==> config.mk <==
export PLATFORM = sky130hd
export DESIGN_NAME = fetch_sequencer
export DESIGN_NICKNAME = d
export VERILOG_FILES = /design/src/rtl/fetch_sequencer.sv
export SDC_FILE = /design/constraint.sdc
export NUM_CORES = 1
export LEC_CHECK = 0
export ABC_AREA = 1
export CAP_MARGIN = 20
export CORE_MARGIN = 2
export CORE_UTILIZATION = 30
export CTS_CLUSTER_DIAMETER = 50
export CTS_CLUSTER_SIZE = 10
export DETAILED_ROUTE_END_ITERATION = 16
export HOLD_SLACK_MARGIN = 0.02
export REMOVE_ABC_BUFFERS = 1
export SLEW_MARGIN = 20
export SYNTH_ARGS = -nofsm -noshare
export SYNTH_HDL_FRONTEND = slang
export SYNTH_SLANG_ARGS = --single-unit
==> constraint.sdc <==
create_clock -name CLK -period 2.85 [get_ports CLK]
set_input_delay 0.4275 -clock CLK [delete_from_list [all_inputs] [get_ports CLK]]
set_output_delay 0.4275 -clock CLK [all_outputs]
set_load 0.05 [all_outputs]
==> src/rtl/fetch_sequencer.sv <==
// Fetch-side next-PC / stall / flush sequencer with boot hold, halt and deferred redirects.
// Optional exception redirect to EXC_VECTOR is enabled by defining FETCH_SEQ_EXC_EN.
module fetch_sequencer #(
    parameter logic [31:0] RESET_PC    = 32'h0000_0000,
    parameter int          BOOT_CYCLES = 4,
    parameter logic [31:0] EXC_VECTOR  = 32'h0000_0180
) (
    input  logic        CLK,
    input  logic        RST,
    input  logic        StallF,
    input  logic [31:0] PCPlus4F,
    input  logic        BranchTakenE,
    input  logic [31:0] BranchTargetE,
    input  logic        JumpD,
    input  logic [31:0] JumpTargetD,
    input  logic        HaltD,
    input  logic        ResumeReq,
    input  logic        ExcReq,
    output logic [31:0] PCin,
    output logic        StallFOut,
    output logic        FlushD,
    output logic        FlushE,
    output logic [15:0] StallCount
);

    typedef enum logic [1:0] {BOOT, RUN, PEND, HALT} state_t;

    state_t      state, nstate;
    logic [7:0]  bcnt, nbcnt;
    logic        pvld, npvld;
    logic [31:0] ptgt, nptgt;
    logic        pfe, npfe;
    logic [1:0]  pprio, npprio;

    logic        exc;
`ifdef FETCH_SEQ_EXC_EN
    assign exc = ExcReq;
`else
    logic unused_exc;
    assign unused_exc = ExcReq;
    assign exc = 1'b0;
`endif

    logic        rvld, rfe, take;
    logic [1:0]  rprio;
    logic [31:0] rtgt;

    // Priority: exception > branch > jump; rfe marks flushes reaching Execute.
    always_comb begin
        rvld  = exc | BranchTakenE | JumpD;
        rprio = 2'd0;
        rtgt  = JumpTargetD;
        rfe   = 1'b0;
        if (exc) begin
            rprio = 2'd2;
            rtgt  = EXC_VECTOR;
            rfe   = 1'b1;
        end else if (BranchTakenE) begin
            rprio = 2'd1;
            rtgt  = BranchTargetE;
            rfe   = 1'b1;
        end
        take = rvld && (!pvld || rprio >= pprio);
    end

    always_comb begin
        nstate    = state;
        nbcnt     = bcnt;
        npvld     = pvld;
        nptgt     = ptgt;
        npfe      = pfe;
        npprio    = pprio;
        PCin      = PCPlus4F;
        StallFOut = StallF;
        FlushD    = 1'b0;
        FlushE    = 1'b0;
        unique case (state)
            BOOT: begin
                PCin      = RESET_PC;
                StallFOut = 1'b1;
                nbcnt     = bcnt + 8'd1;
                if (bcnt == 8'(BOOT_CYCLES - 1))
                    nstate = RUN;
            end
            RUN, HALT: begin
                if (state == HALT)
                    StallFOut = 1'b1;
                if ((state == RUN && rvld) || (state == HALT && exc)) begin
                    if (!StallF) begin
                        PCin      = rtgt;
                        StallFOut = 1'b0;
                        FlushD    = 1'b1;
                        FlushE    = rfe;
                        nstate    = RUN;
                    end else begin
                        npvld  = 1'b1;
                        nptgt  = rtgt;
                        npfe   = rfe;
                        npprio = rprio;
                        nstate = PEND;
                    end
                end else if (state == RUN && HaltD && !StallF) begin
                    FlushD = 1'b1;
                    nstate = HALT;
                end else if (state == HALT && ResumeReq) begin
                    nstate = RUN;
                end
            end
            PEND: begin
                if (take) begin
                    nptgt  = rtgt;
                    npfe   = rfe;
                    npprio = rprio;
                end
                if (!StallF) begin
                    PCin   = take ? rtgt : ptgt;
                    FlushD = 1'b1;
                    FlushE = take ? rfe : pfe;
                    npvld  = 1'b0;
                    nstate = RUN;
                end
            end
            default: nstate = BOOT;
        endcase
    end

    always_ff @(posedge CLK or negedge RST) begin
        if (!RST) begin
            state      <= BOOT;
            bcnt       <= 8'd0;
            pvld       <= 1'b0;
            ptgt       <= 32'd0;
            pfe        <= 1'b0;
            pprio      <= 2'd0;
            StallCount <= 16'd0;
        end else begin
            state      <= nstate;
            bcnt       <= nbcnt;
            pvld       <= npvld;
            ptgt       <= nptgt;
            pfe        <= npfe;
            pprio      <= npprio;
            StallCount <= StallCount + 16'(StallFOut);
        end
    end

endmodule
# [Word-level counts from Yosys, hierarchy flattened]
# Cells that the tools add are included.
[totals] register_bits=62 latchBits=0 ram_bits=0 rom_bits=0 input_bits=104 output_inout_bits=51 elab_cells=78 memories=0
[op_classes] addsub=2 mul=0 n_div=0 order_cmp=1 n_eq_ne=10 shift=0 muxes=42 bitwise=1 reduce_logical=15
[op_table] op="$mux 32" count=7
[op_table] op="$pmux 32 s3" count=1
[op_table] op="$pmux 32 s2" count=1
[op_table] op="$mux 2" count=9
[op_table] op="$mux 1" count=17
[op_table] op="$add 16x1->16" count=1
[op_table] op="$ne 2x2->1 const B" count=5
[op_table] op="$pmux 1 s2" count=5
[op_table] op="$add 8x1->8 const B" count=1
[op_table] op="$eq 8x2->1 const B" count=1
[op_table] op="$reduce_and 4->1" count=2
[op_table] op="$pmux 2 s3" count=1
[op_table] op="$reduce_and 3->1" count=2
[op_table] op="$logic_and 1x1->1" count=5
[op_table] op="$eq 2x2->1 const B" count=2
[op_table] op="$ne 4x4->1 const B" count=1
[op_table] op="$pmux 2 s2" count=1
[op_table] op="$eq 2x1->1 const B" count=1
[op_table] op="$ge 2x2->1" count=1
[op_table] op="$logic_not 1->1" count=2
[op_table] op="$logic_not 2->1" count=1
[op_table] op="$reduce_bool 2->1" count=1
[op_table] op="$reduce_or 2->1" count=1
[op_table] op="$logic_or 1x1->1" count=1
[op_table] op="$or 1x1->1" count=1

# [Logic depth before layout (Yosys ltp)]
# Gate-level depths: netlist of run 1.
[depth] ltp_word=7 mapped_depth=13 ltp_nobuf=13

# [Least setup slack after synthesis of run 1]
# OpenSTA, ideal clock, no wires.
[synth_path] path_kind="reg-to-output" from="register state[0]" to="output FlushE" arrival_time_ns=2.300 t_required_ns=2.423 path_slack_ns=0.122 path_stages_with_launch=7 cell_sequence="dfrtp_1 -> buf_4 -> nor2_4 -> inv_2 -> a21oi_1 -> inv_1 -> o21ai_0"
[synth_via] elab_chain_cells=4 word_cells_on_any_way=7 classes_between="eq/ne: 3; mux: 2; reduce/logical: 2"
[synth_lines] item="start, declared" line="28" text="state_t state, nstate;"
[synth_lines] item="start signal, assigned" line="137" text="state <= nstate;"
[synth_lines] item="$eq 2x1->1" line="77, 88"
[synth_lines] item="$logic_and 1x1->1" line="88" text="if ((state == RUN && rvld) || (state == HALT && exc)) begin"
[synth_lines] item="$mux 1" line="88"
[synth_lines] item="$pmux 1 s2 *" line="77" text="unique case (state)"
[synth_lines] item="end, declared" line="22" text="output logic FlushE,"
# Mark *: on every way between the ends. The rest lies on a longest branch, timed or not.

# [Worst setup path after layout of run 1]
[layout_path] from="input StallF" to="output PCin[24]"
[layout_via] elab_chain_cells=3 word_cells_on_any_way=4 classes_between="mux: 4"
[layout_lines] item="start, declared" line="10" text="input logic StallF,"
[layout_lines] item="$mux 32" line="89" text="if (!StallF) begin"
[layout_lines] item="$mux 32" line="88"
[layout_lines] item="$pmux 32 s3 *" line="77"
[layout_lines] item="end, declared" line="19" text="output logic [31:0] PCin,"
# Marked as above.

==> impl_metrics.tcl, run 1 <==
set metrics [dict create \
    synthesis.area_sq_um 4720 \
    clockPowerShare 0.164 \
    grt_overflow 0 \
    worst_slack_ns 0.266 \
    cp-endpoint "PCin[24]" \
    antenna_cells 0 \
    pre_cts_slack_ns 0.246 \
    tightest_slew_ns 0.634 \
    cts_setup_buffers 0 \
    setup_viol 0 \
    via_per_inst 4.55 \
    grt_pass1_wl_mm 24.3 \
    cp_data_required_time_ns 2.42 \
    drive_above_1_share 0.119 \
    filler_cell_count 1559 \
    cts-root-buf "clkbuf_16" \
    synth_ff_type "dfrtp_1" \
    p_leak_nw 3.45 \
    dp.cells 1105 \
    drt_iter0_drc 345 \
    skew_ns 0.00894 \
    hp-class "primary input to async pin" \
    drt_pre_antenna_iters 4 \
    rsz0062_at_grt "no" \
    reg2reg_to "StallCount[14]" \
    pwr_density_cell_nw_per_um2 1020 \
    syn-instance-count 759 \
    synth-xor-area-share 0.0315 \
    crit_arrival_ns 2.16 \
    yosysWarnings 0 \
    grt_util_all_layers 0.181 \
    cp-end-kind "primary output" \
    synth_top_family_by_area "simple AND/OR/NAND/NOR gates" \
    tns_ns 0 \
    dp_hpwl_mm 10.5 \
    htreeDepth 3 \
    routedLengthMet1_mm 6.85 \
    grt_antenna_before_repair 0 \
    ios 155 \
    yosys.area_share.simple 0.475 \
    cts_tree "yes" \
    muxShareOfSynthArea 0 \
    rows 45 \
    syn_to_final_growth_pct 51.1 \
    crit_type "primary input to primary output" \
    p_int_mw 3.84 \
    syn_avg_cell_area_sq_um 6.22 \
    rrSetupSlack_ns 0.68 \
    r2r-start "state[1]" \
    synth_enable_flop_cells 0 \
    net-switching-power_mw 3.41 \
    wl_per_cell_um 13.3 \
    top_layer "met4" \
    period_share 0.907 \
    pwr-share-seq 0.204 \
    crit_start "StallF" \
    hold_viol 0 \
    met3WireLength_um 727 \
    clk_pin_slew_ns 0.05 \
    status "finished, final reports clean" \
    cts_buffer_depth 2 \
    cts_sinks 61 \
    postPlaceCellArea_sq_um 6800 \
    period_minus_slack_ns 2.58 \
    relSlewSlack 0.576 \
    start_util 0.308 \
    drcViolationCount 0 \
    ys_seq_elements 61 \
    dieArea_sq_um 16800 \
    ys_types 26 \
    seq_area_frac_synth 0.323 \
    cts_buffers 9 \
    die_h_um 129 \
    drv_cap 0 \
    async_reset_ff_frac 1.00 \
    port-buffer-count 153 \
    critical_path.startpoint_type "primary input" \
    peakVddDrop_mv 0.445 \
    core_area_sq_um 15300 \
    globalplace.congestion 0.825 \
    fin_util 0.466 \
    drv_slew 0 \
    grt_max_degree 38 \
    clk_latency_ns 0.33 \
    fmax_mhz 387 \
    synth-compound-area-share 0.0403 \
    route.vias.total 5103 \
    stdcell_count 1122 \
    post_cts_resize_count 0 \
    swShare 0.471 \
    synthAdderAreaFrac 0.00795 \
    route.met2.wl_mm 7.17 \
    cts-hold-fix-buffers 1 \
    antenna_left 0 \
    fp.dieW_um 129 \
    wl_mm 14.9 \
    p_total_mw 7.25 \
    reg2reg_depth 13 \
    combPwrFrac 0.632 \
    hold-worst-slack_ns 0.438 \
    crit_path_max_fanout 9 \
    fin_area_sq_um 7130 \
    grt_pass1_vias 4899 \
    nets 1013 \
]
-- per-layer routing --
layer | vias up | track usage
met3 | 9 | 0.0367
met2 | 122 | 0.297
li1 | 2671 | -
met5 | - | 0
met1 | 2301 | 0.243
met4 | 0 | 0.0487
-- layout by cell type, fill, tap and decap left out, types with 3 or more instances in the layout --
cell type,Yosys,routed
xor2_1,14,14
or2_0,9,9
xnor2_1,3,3
or2_1,4,4
nand4_1,6,6
inv_1,98,98
nand2_2,3,3
dfrtp_1,61,61
nand2_1,273,273
buf_12,0,35
nor2_1,13,13
inv_2,6,6
ha_1,3,3
nor2_4,3,3
nor3_1,8,8
clkdlybuf4s50_1,0,116
clkbuf_16,0,9
buf_4,9,17
nand3_1,154,154
or2_2,22,22
o21ai_0,36,36
-- power by group through the flow --
stage | Combinational [mW] | Sequential [mW] | Clock, mW
6_report | 4.58 | 1.48 | 1.19
5_1_grt | 4.96 | 1.53 | 1.27
4_1_cts | 4.63 | 1.47 | 1.22
3_5_place_dp | 4.61 | 1.48 | 0
3_3_place_gp | 4.58 | 1.48 | 0
2_1_floorplan | 2.41 | 1.66 | 0
-- flip-flops by register name, summed over array words and instances (netlist names) --
signal,cells
ptgt,32
StallCount,16
bcnt,8
state,2
pfe,1
pprio,1
pvld,1
-- cell families after synthesis --
logic type	Yosys count
XOR/XNOR	17
AND/OR/NAND/NOR	501
AO/OA/AOI/OAI	38
buffers and inverters	139
flip-flops	61
adder cells (fa/ha/maj)	3
-- layout make-up --
cell class              instances  area, sq um  area share
multi-input cells             559         2620       0.367
repair buffers                171         2010       0.282
flip-flops and latches         61         1530       0.214
inverters                     104          390      0.0547
well taps                     211          264      0.0370
clock buffers                  10          239      0.0335
clock inverters                 6         86.3      0.0121
-- worst min-delay path by stage --
stage | start | to | slack, ns | depth (start not counted)
floorplan | RST | StallCount[0] | 0.13 | 0
CTS | RST | ptgt[6] | 0.44 | 2
detailed placement | RST | ptgt[6] | 0.24 | 1
global placement | RST | ptgt[6] | 0.24 | 1
finish | RST | ptgt[6] | 0.44 | 2
global route | RST | ptgt[6] | 0.44 | 2
-- critical path: stages --
cell	delay, ns
clkdlybuf4s50_1	0.65
inv_1	0.13
nor2_4	0.24
inv_1	0.13
nand2_2	0.22
nand2_1	0.08
nand3_1	0.12
buf_12	0.15
-- Yosys cell counts, types with 4 or more instances --
library cell	number	area, sq um
xor2_1	14	123
nand2_1	273	1020
buf_2	17	85.1
or2_1	4	25.0
dfrtp_1	61	1530
buf_4	9	67.6
o21ai_0	36	180
or2_2	22	138
nand4_1	6	37.5
inv_2	6	22.5
nor2_1	13	48.8
nor3_1	8	40.0
or2_0	9	56.3
inv_1	98	368
clkbuf_1	7	26.3
nand3_1	154	771
Power figures use the tool's default switching activity.
==> run 2, diff against run 1 <==
Settings changed: CAP_MARGIN 20 to 5.
==> results of run 2 <==
Same layout as run 1: the final DEF is identical, and so are final timing and power.
==> run 3, diff against run 2 <==
Clock period 2.85 ns to 2.95 ns, I/O delays scaled along.
==> impl_metrics.tcl, run 3 (synthesis results as in run 1) <==
set metrics [dict create \
    crit_start "JumpD" \
    filler_cell_count 1583 \
    reg2reg_depth 10 \
    drive_above_1_share 0.117 \
    cts-root-buf "clkbuf_16" \
    critPathBufInv 4 \
    setup_viol 0 \
    cts_buffer_depth 2 \
    multi_input_area_sq_um 2620 \
    drcViolationCount 0 \
    mostFrequentLayoutCells "273 x nand2_1, 154 x nand3_1, 116 x clkdlybuf4s50_1" \
    tightest_slew_ns 0.642 \
    grt_pass1_wl_mm 24.0 \
    wl_per_cell_um 13.1 \
    rows 45 \
    rrSetupSlack_ns 0.77 \
    tns_ns 0 \
    cp-end-kind "primary output" \
    hold_viol 0 \
    crit_slowest_cell "clkdlybuf4s50_1" \
    fmax_mhz 381 \
    cts_tree "yes" \
    dieArea_sq_um 16800 \
    max_stage_delay_ns 0.46 \
    cts_buffers 9 \
    worst_slack_ns 0.322 \
    drt_iter0_drc 283 \
    drv_slew 0 \
    cp_num_cells 10 \
    via_per_inst 4.59 \
    wl_mm 14.7 \
    cts_setup_buffers 0 \
    largestRegisters "ptgt (32), StallCount (16), bcnt (8)" \
    htreeDepth 3 \
    dp_hpwl_mm 10.6 \
    crit_family "buffers and inverters" \
    start_util 0.308 \
    ios 155 \
    fin_util 0.463 \
    grt_antenna_before_repair 0 \
    grt_util_all_layers 0.178 \
    crit_path_max_fanout 8 \
    relSlewSlack 0.572 \
    rsz0062_at_grt "no" \
    grt_overflow 0 \
    peakVddDrop_mv 0.392 \
    post_cts_resize_count 0 \
    largest_reg_flops 32 \
    port-buffer-count 153 \
    die_h_um 129 \
    critical_path.startpoint_type "primary input" \
    skew_ns 0.00769 \
    drv_cap 0 \
    cp_data_required_time_ns 2.51 \
    final-seq-area_sq_um 1530 \
    drt_pre_antenna_iters 4 \
    globalplace.congestion 0.791 \
    nets 1010 \
    antenna_cells 0 \
    core_area_sq_um 15300 \
    clk_latency_ns 0.33 \
    top_register "ptgt" \
    crit_arrival_ns 2.19 \
    reg2reg_to "StallCount[9]" \
    path_common_cell "nand3_1" \
    status "finished, final reports clean" \
    clk_pin_slew_ns 0.06 \
    p_leak_nw 3.43 \
    antenna_left 0 \
    grt_max_degree 38 \
    grt_pass1_vias 4882 \
    period_minus_slack_ns 2.63 \
    pre_cts_slack_ns 0.333 \
    hp-class "primary input to async pin" \
    cts-hold-fix-buffers 0 \
    period_share 0.891 \
    cp_cell_sequence "clkdlybuf4s50_1 -> inv_1 -> nand2_4 -> nand2_2 -> nor2_2 -> buf_4 -> nand2_1 -> nand3_1 -> nand3_1 -> buf_12" \
    r2r-start "state[1]" \
    fp.dieW_um 129 \
    crit_type "primary input to primary output" \
    syn_to_final_growth_pct 50.3 \
    cts_sinks 61 \
    route.vias.total 5132 \
    final_common_cell "nand2_1" \
    pwr_density_cell_nw_per_um2 972 \
]
-- run 3: cell types whose count changed in the layout (fill, tap and decap cells not counted), sizes merged --
cell         delta
clkbuf          -1
clkinvlp        -1
buf             -2
clkinv          +2
bufinv          -1
inv             +1
dlygate4sd3     -1
-- run 3: per-stage QoR --
stage                     hold WS, ns  area (sq um)  std cells  power (mW)
after floorplan                 0.147          4540        724        3.94
after global placement          0.458          6800       1103        5.84
after detailed placement        0.464          6800       1103        5.88
after CTS                       0.137          7100       1119        6.97
after global routing            0.175          7100       1119        7.39
final                           0.129          7100       1119        6.90
-- run 3: how the worst max path moves through the flow --
stage | end | slack [ns]
2_1_floorplan | FlushE | -0.38
3_3_place_gp | PCin[31] | 0.34
3_5_place_dp | PCin[21] | 0.33
4_1_cts | PCin[31] | 0.32
5_1_grt | PCin[31] | 0.22
6_report | PCin[31] | 0.32
-- run 3: layout make-up --
type	instances	share of cell area
tap	211	0.0372
inverter	104	0.0550
timing repair buffer	168	0.281
sequential	61	0.215
clock buffer	9	0.0317
clock inverter	7	0.0106
multi-input combinational	559	0.369
-- run 3: report_power, final --
part	total, mW	internal [mW]	leakage, nW	switching, mW
combinational	4.41	1.75	2.53	2.66
clock	1.07	0.658	0.150	0.409
sequential	1.42	1.19	0.750	0.232
-- run 3: routing by layer --
metal | vias up | track usage | share of wire
met3 | 13 | 0.0376 | 0.061
met4 | 0 | 0.0455 | 0.012
met5 | - | 0 | 0
met2 | 134 | 0.303 | 0.48
met1 | 2313 | 0.231 | 0.44
li1 | 2672 | - | -
-- run 3: worst register-to-register path: stages, from the launching register on --
cell	delay [ns]
dfrtp_1	0.43
inv_2	0.11
nor2_4	0.04
inv_2	0.13
a21oi_1	0.09
inv_1	0.14
ha_1	0.20
nand3_1	0.16
nor3_1	0.50
nand2_1	0.13
xnor2_1	0.15
